`config.mk`:
```
export PLATFORM = sky130hd
export DESIGN_NAME = ex_mem_register
export DESIGN_NICKNAME = d
export VERILOG_FILES = /design/src/rtl/ex_mem_register.sv
export SDC_FILE = /design/constraint.sdc
export NUM_CORES = 1
export LEC_CHECK = 0
export ABC_AREA = 1
export CAP_MARGIN = 20
export CORE_AREA = 2 2 188 190
export CTS_CLUSTER_SIZE = 14
export DETAILED_ROUTE_END_ITERATION = 10
export DIE_AREA = 0 0 190 192
export GPL_ROUTABILITY_DRIVEN = 0
export HOLD_SLACK_MARGIN = 0.12
export SKIP_CTS_REPAIR_TIMING = 1
export SLEW_MARGIN = 10
export SYNTH_ARGS = -nofsm -noshare
export SYNTH_HDL_FRONTEND = slang
export SYNTH_SLANG_ARGS = --single-unit
```
`constraint.sdc`:
```
create_clock -name CLK -period 2.57 [get_ports CLK]
set_input_delay 0.771 -clock CLK [delete_from_list [all_inputs] [get_ports CLK]]
set_output_delay 0.771 -clock CLK [all_outputs]
set_load 0.01 [all_outputs]
```
`src/rtl/ex_mem_register.sv`:
```
// EX/MEM pipeline register: captures execute-stage results and issues the
// data-memory request to the dcache, holding it until dhit and latching load data.

module ex_mem_register_chk (
  input logic CLK,
  input logic nRST,
  input logic is_halt_MEM,
  input logic mem_busy,
  input logic dmemREN,
  input logic dmemWEN
);

  // A halted op must never reach the dcache.
  a_halt_no_req: assert property (@(posedge CLK) disable iff (!nRST)
    (is_halt_MEM |-> !(dmemREN || dmemWEN)));

  // A stall is only ever raised on behalf of a live request.
  a_busy_has_req: assert property (@(posedge CLK) disable iff (!nRST)
    (mem_busy |-> (dmemREN || dmemWEN)));

endmodule

module ex_mem_register #(
  parameter int WORD_W = 32
) (
  input  logic              CLK,
  input  logic              nRST,
  input  logic              pipeline_ctrl,
  input  logic              flush_EX_MEM,
  input  logic [WORD_W-1:0] pc_EX,
  input  logic [WORD_W-1:0] instr_EX,
  input  logic [WORD_W-1:0] alu_out_EX,
  input  logic [WORD_W-1:0] store_EX,
  input  logic [WORD_W-1:0] imm_EX,
  input  logic [4:0]        wsel_EX,
  input  logic              MemWr_EX,
  input  logic              MemRead_EX,
  input  logic              MemtoReg_EX,
  input  logic              RegWr_EX,
  input  logic              is_halt_EX,
  input  logic              datomic_EX,
  input  logic [2:0]        WriteSrc_EX,
  input  logic              dhit,
  input  logic [WORD_W-1:0] dmemload,
  output logic [WORD_W-1:0] pc_MEM,
  output logic [WORD_W-1:0] instr_MEM,
  output logic [WORD_W-1:0] alu_out_MEM,
  output logic [WORD_W-1:0] store_MEM,
  output logic [WORD_W-1:0] imm_MEM,
  output logic [4:0]        wsel_MEM,
  output logic              MemWr_MEM,
  output logic              MemRead_MEM,
  output logic              MemtoReg_MEM,
  output logic              RegWr_MEM,
  output logic              is_halt_MEM,
  output logic              datomic_MEM,
  output logic [2:0]        WriteSrc_MEM,
  output logic [WORD_W-1:0] dload_MEM,
  output logic              dmemREN,
  output logic              dmemWEN,
  output logic [WORD_W-1:0] dmemaddr,
  output logic [WORD_W-1:0] dmemstore,
  output logic              dmematomic,
  output logic              mem_busy
);

  typedef enum logic [1:0] {
    IDLE = 2'd0,
    REQ  = 2'd1,
    DONE = 2'd2
  } state_t;

  state_t            state_r;
  state_t            state_next_s;

  logic [WORD_W-1:0] pc_r;
  logic [WORD_W-1:0] instr_r;
  logic [WORD_W-1:0] alu_out_r;
  logic [WORD_W-1:0] store_r;
  logic [WORD_W-1:0] imm_r;
  logic [4:0]        wsel_r;
  logic              mem_wr_r;
  logic              mem_read_r;
  logic              mem_to_reg_r;
  logic              reg_wr_r;
  logic              is_halt_r;
  logic              datomic_r;
  logic [2:0]        write_src_r;
  logic [WORD_W-1:0] dload_r;

  logic              capture_s;
  logic              bubble_s;
  logic              issue_s;
  logic              in_req_s;
  logic              load_done_s;

  assign capture_s   = pipeline_ctrl;
  assign bubble_s    = pipeline_ctrl & flush_EX_MEM;
  assign issue_s     = (MemRead_EX | MemWr_EX) & ~is_halt_EX;
  assign in_req_s    = (state_r == REQ);
  assign load_done_s = in_req_s & dhit & mem_read_r;

  // Stage field register: bubble zeroes, advance loads, stall holds.
  always_ff @(posedge CLK or negedge nRST) begin
    if (!nRST) begin
      pc_r         <= {WORD_W{1'b0}};
      instr_r      <= {WORD_W{1'b0}};
      alu_out_r    <= {WORD_W{1'b0}};
      store_r      <= {WORD_W{1'b0}};
      imm_r        <= {WORD_W{1'b0}};
      wsel_r       <= 5'd0;
      mem_wr_r     <= 1'b0;
      mem_read_r   <= 1'b0;
      mem_to_reg_r <= 1'b0;
      reg_wr_r     <= 1'b0;
      is_halt_r    <= 1'b0;
      datomic_r    <= 1'b0;
      write_src_r  <= 3'd0;
    end else if (bubble_s) begin
      pc_r         <= {WORD_W{1'b0}};
      instr_r      <= {WORD_W{1'b0}};
      alu_out_r    <= {WORD_W{1'b0}};
      store_r      <= {WORD_W{1'b0}};
      imm_r        <= {WORD_W{1'b0}};
      wsel_r       <= 5'd0;
      mem_wr_r     <= 1'b0;
      mem_read_r   <= 1'b0;
      mem_to_reg_r <= 1'b0;
      reg_wr_r     <= 1'b0;
      is_halt_r    <= 1'b0;
      datomic_r    <= 1'b0;
      write_src_r  <= 3'd0;
    end else if (capture_s) begin
      pc_r         <= pc_EX;
      instr_r      <= instr_EX;
      alu_out_r    <= alu_out_EX;
      store_r      <= store_EX;
      imm_r        <= imm_EX;
      wsel_r       <= wsel_EX;
      mem_wr_r     <= MemWr_EX;
      mem_read_r   <= MemRead_EX;
      mem_to_reg_r <= MemtoReg_EX;
      reg_wr_r     <= RegWr_EX;
      is_halt_r    <= is_halt_EX;
      datomic_r    <= datomic_EX;
      write_src_r  <= WriteSrc_EX;
    end else begin
      pc_r         <= pc_r;
      instr_r      <= instr_r;
      alu_out_r    <= alu_out_r;
      store_r      <= store_r;
      imm_r        <= imm_r;
      wsel_r       <= wsel_r;
      mem_wr_r     <= mem_wr_r;
      mem_read_r   <= mem_read_r;
      mem_to_reg_r <= mem_to_reg_r;
      reg_wr_r     <= reg_wr_r;
      is_halt_r    <= is_halt_r;
      datomic_r    <= datomic_r;
      write_src_r  <= write_src_r;
    end
  end

  // Load data survives ordinary bubbles; a completing load latches even on an advance edge.
  always_ff @(posedge CLK or negedge nRST) begin
    if (!nRST) begin
      dload_r <= {WORD_W{1'b0}};
    end else if (bubble_s) begin
      dload_r <= {WORD_W{1'b0}};
    end else if (load_done_s) begin
      dload_r <= dmemload;
    end else begin
      dload_r <= dload_r;
    end
  end

  // Request FSM state register.
  always_ff @(posedge CLK or negedge nRST) begin
    if (!nRST) begin
      state_r <= IDLE;
    end else begin
      state_r <= state_next_s;
    end
  end

  // Next state: a capture always restarts from the newly captured op.
  always_comb begin
    state_next_s = state_r;
    if (bubble_s) begin
      state_next_s = IDLE;
    end else if (capture_s) begin
      state_next_s = issue_s ? REQ : IDLE;
    end else begin
      case (state_r)
        IDLE:    state_next_s = IDLE;
        REQ:     state_next_s = dhit ? DONE : REQ;
        DONE:    state_next_s = DONE;
        default: state_next_s = IDLE;
      endcase
    end
  end

  assign pc_MEM       = pc_r;
  assign instr_MEM    = instr_r;
  assign alu_out_MEM  = alu_out_r;
  assign store_MEM    = store_r;
  assign imm_MEM      = imm_r;
  assign wsel_MEM     = wsel_r;
  assign MemWr_MEM    = mem_wr_r;
  assign MemRead_MEM  = mem_read_r;
  assign MemtoReg_MEM = mem_to_reg_r;
  assign RegWr_MEM    = reg_wr_r;
  assign is_halt_MEM  = is_halt_r;
  assign datomic_MEM  = datomic_r;
  assign WriteSrc_MEM = write_src_r;
  assign dload_MEM    = dload_r;

  // Strobes are gated by REQ so a held DONE stage cannot issue a second store.
  assign dmemREN    = in_req_s & mem_read_r;
  assign dmemWEN    = in_req_s & mem_wr_r;
  assign dmematomic = in_req_s & datomic_r;
  assign dmemaddr   = alu_out_r;
  assign dmemstore  = store_r;
  assign mem_busy   = in_req_s & ~dhit;

  ex_mem_register_chk u_chk (
    .CLK         (CLK),
    .nRST        (nRST),
    .is_halt_MEM (is_halt_r),
    .mem_busy    (mem_busy),
    .dmemREN     (dmemREN),
    .dmemWEN     (dmemWEN)
  );

endmodule

```
==> summary.txt <==
Worst setup path
  • Crit path kind: flop to output port
  • Cell family with most CP delay: buffers and inverters
  • Slowest-stage cell, CP: clkdlybuf4s50_1
  • CP required: 1.80 ns
  • Crit path largest cell delay: 0.59 ns
  • Worst R2R Setup Slack: 0.91 ns
  • R2r endpoint: dload_MEM[30]$_DFFE_PN0P_
  • RR Startpoint: MemRead_MEM$_DFFE_PN0P_
  • Crit. End Element: output port
  • CP cell instances: clkdlybuf4s50_1
  • WP buf/inv: 1
  • CP startpoint kind: flop
  • CP Data Arrival Time: between 1.5 and 2 ns
  • Worst Path Max Fanout: 12
  • Worst R2R Path Depth: 5

CTS
  • CTS tree: built
  • Clock latency on the worst-skew pair: 0.51 ns
  • Htree depth: 1
  • Clk root buf: clkbuf_16
  • Clock tree buffer depth: 3
  • Clock transition at the registers of the reported paths: about 0.060 ns
  • Num CTS Buffers: 24
  • CTS Sinks: roughly 210

Yosys
  • Biggest area consumer among synthesized cells: dfrtp_1
  • EDFF count, synth: 0
  • Area contributors post-synth: dfrtp_1, nand3_1, o21ai_0
  • Top_reg_cell synth: dfrtp_1
  • #FFs+latches synth: 208
  • Yosys warning total: 0
  • Synth top area share: around 57%
  • Syn_nets: 1204
  • Syn Inst Count: 991
  • Synth unique cells: 18
  • Sequential fraction of the synthesis area: between 50% and 60%
  • Asr flop ratio synth: 100%
  • Synthesized area: 9100 µm²
  • Synth Area per Inst: 9.18 µm²

Floorplanning
  • I/O Pins: 485
  • Core Box Area: 34300 µm²
  • Initial core utilization: 26.5%
  • Cell row count: 68
  • Die ar.: 36500 µm²
  • Die Ht: 192 µm
  • Die X: 190 µm

Worst hold path
  • Hold Crit Class: input port to async pin

Run
  • Max Cap Violations: 0

GRT
  • Vias in the first global route: 8085
  • GRT Util Overall: 15.6%
  • Initial antenna violation count: 0
  • Largest net degree at the start of global routing: 73
  • Total grt overflow: 0
  • First-pass GRT wire length: 45.4 mm

Detailed routing
  • Final ANT Viol Nets: 0
  • Vias/cell: around 4.3
  • Routed WL: ~30 mm
  • Residual DRC: 0
  • Vias: 8099
  • Initial DRC Count: 324
  • Wirelength per Cell: 15.9 µm
  • Pre-Repair DR Iteration Count: 6

Layout
  • Fillcell total: 3323
  • N_diodes: 0
  • Core Util, Final: 43.3%
  • Layout Nets: 1608
  • Cell Count, Final, Fillers Out: roughly 1900
  • Commonest non-fill, non-tap cell in the layout: clkdlybuf4s50_1
  • Area growth syn-to-layout: 63.4%
  • Most frequent cells in the layout: clkdlybuf4s50_1, dfrtp_1, nand3_1, inv_1, o21ai_0
  • Proportion of layout cells with a drive suffix above 1: 5.17%

Power and ir drop
  • Clock network fraction of total power: 39.7%
  • Pwr/cell area: ~600 nW/µm²
  • NetSw: 2.20 mW
  • Lkg Pwr: approximately 6.5 nW
  • Sequential Power Share: 41.4%
  • Total power draw: a little under 9 mW
  • Maximum vdd drop: roughly 400 µV
  • Internal power: approximately 6.7 mW
  • Sw Share: around 25%
  • Logic pwr share: approximately a fifth

STA
  • Skew final: 0.00436 ns
  • Final number of hold-violating endpoints: 0
  • Max Fclk: 419 MHz
  • Final setup fails: 0
  • WHS: 0.221 ns
  • Fin crit share: between 90% and 100%
  • Max_slew headroom: 63.3%
  • Least-Margin Pin Slew: 0.551 ns
  • Tmin final: between 2 and 2.5 ns
  • Max Slew Vio Count: 0
  • Unrepaired setup endpoints after global routing: no
  • Setup TNS: 0 ns

Placed design
  • Placed insts: 1824
  • PortBufs: 484
  • Hpwl dp: about 22 mm

Status
  • Status: finished, final reports clean
-- cell type report --
cell class | instances | area [µm²] | area share, %
clock buffer | 38 | 724 | 4.87
multi-input combinational | 460 | 2340 | 15.7
tap | 455 | 569 | 3.83
sequential | 208 | 5210 | 35.0
inverter | 185 | 697 | 4.69
timing repair buffer | 516 | 5230 | 35.2
clock inverter | 4 | 95.1 | 0.640
-- worst register-to-register path: stages (launching register included) --
cell and delay [ns]:
dfrtp_2 0.52, buf_4 0.35, nand2_1 0.29, buf_12 0.25, nand3_1 0.09, nand2_1 0.06
-- metal layers --
| metal | GRT usage (%) | vias up | routed length [µm] |
|---|---|---|---|
| li1 | - | 3951 | - |
| met1 | 19.4 | 3789 | 12300 |
| met2 | 26.2 | 318 | 14100 |
| met3 | 4.95 | 41 | 2700 |
| met4 | 3.97 | 0 | 580 |
| met5 | 0 | - | 0 |
-- metrics by stage --
stage	worst slack, ns	area (µm²)
2_1_floorplan	0.744	9100
3_3_place_gp	-0.152	14000
3_5_place_dp	-0.117	14000
4_1_cts	-0.227	14800
5_1_grt	0.117	14900
6_report	0.181	14900
-- flip-flops by register name, indices dropped and copies added, names as in the netlist --
| name | cells |
|---|---|
| alu_out_MEM | 32 |
| dload_MEM | 32 |
| dmemstore | 32 |
| imm_MEM | 32 |
| instr_MEM | 32 |
| pc_MEM | 32 |
| wsel_MEM | 5 |
| WriteSrc_MEM | 3 |
| state_r | 2 |
| MemRead_MEM | 1 |
| MemWr_MEM | 1 |
| MemtoReg_MEM | 1 |
| RegWr_MEM | 1 |
| datomic_MEM | 1 |
| is_halt_MEM | 1 |
-- cell usage after synthesis, types with 2 or more instances --
cell type,instances
buf_2,39
o21ai_0,174
nand2_1,42
ha_1,2
buf_4,67
inv_1,184
nand4_1,32
nand3_1,205
dfrtp_1,208
buf_6,7
clkbuf_1,24
-- power groups by stage --
stage / Sequential (mW) / Clock, mW / Combinational [mW]
2_1_floorplan: 3.81 / 0 / 0.511
3_3_place_gp: 3.73 / 0 / 1.68
3_5_place_dp: 3.74 / 0 / 1.69
4_1_cts: 3.68 / 3.66 / 1.70
5_1_grt: 3.71 / 3.80 / 1.82
6_report: 3.68 / 3.53 / 1.67
-- how the worst max path moves through the flow --
| stage | startpoint | endpoint | cells past startpoint |
|---|---|---|---|
| floorplan | MemRead_MEM$_DFFE_PN0P_ | dmemREN | 4 |
| global placement | dhit | mem_busy | 3 |
| detailed placement | dhit | mem_busy | 3 |
| CTS | state_r[1]$_DFF_PN0_ | mem_busy | 5 |
| global route | MemRead_MEM$_DFFE_PN0P_ | MemRead_MEM | 1 |
| finish | MemRead_MEM$_DFFE_PN0P_ | MemRead_MEM | 1 |
-- kinds of logic after synthesis --
family | count (synthesis) | share of synthesized area (%)
compound gates | 176 | 9.70
simple gates | 282 | 15.6
buf+inv | 323 | 17.2
flops | 208 | 57.2
fa+ha+maj | 2 | 0.275
No activity file was read; power rests on OpenSTA's default activity.
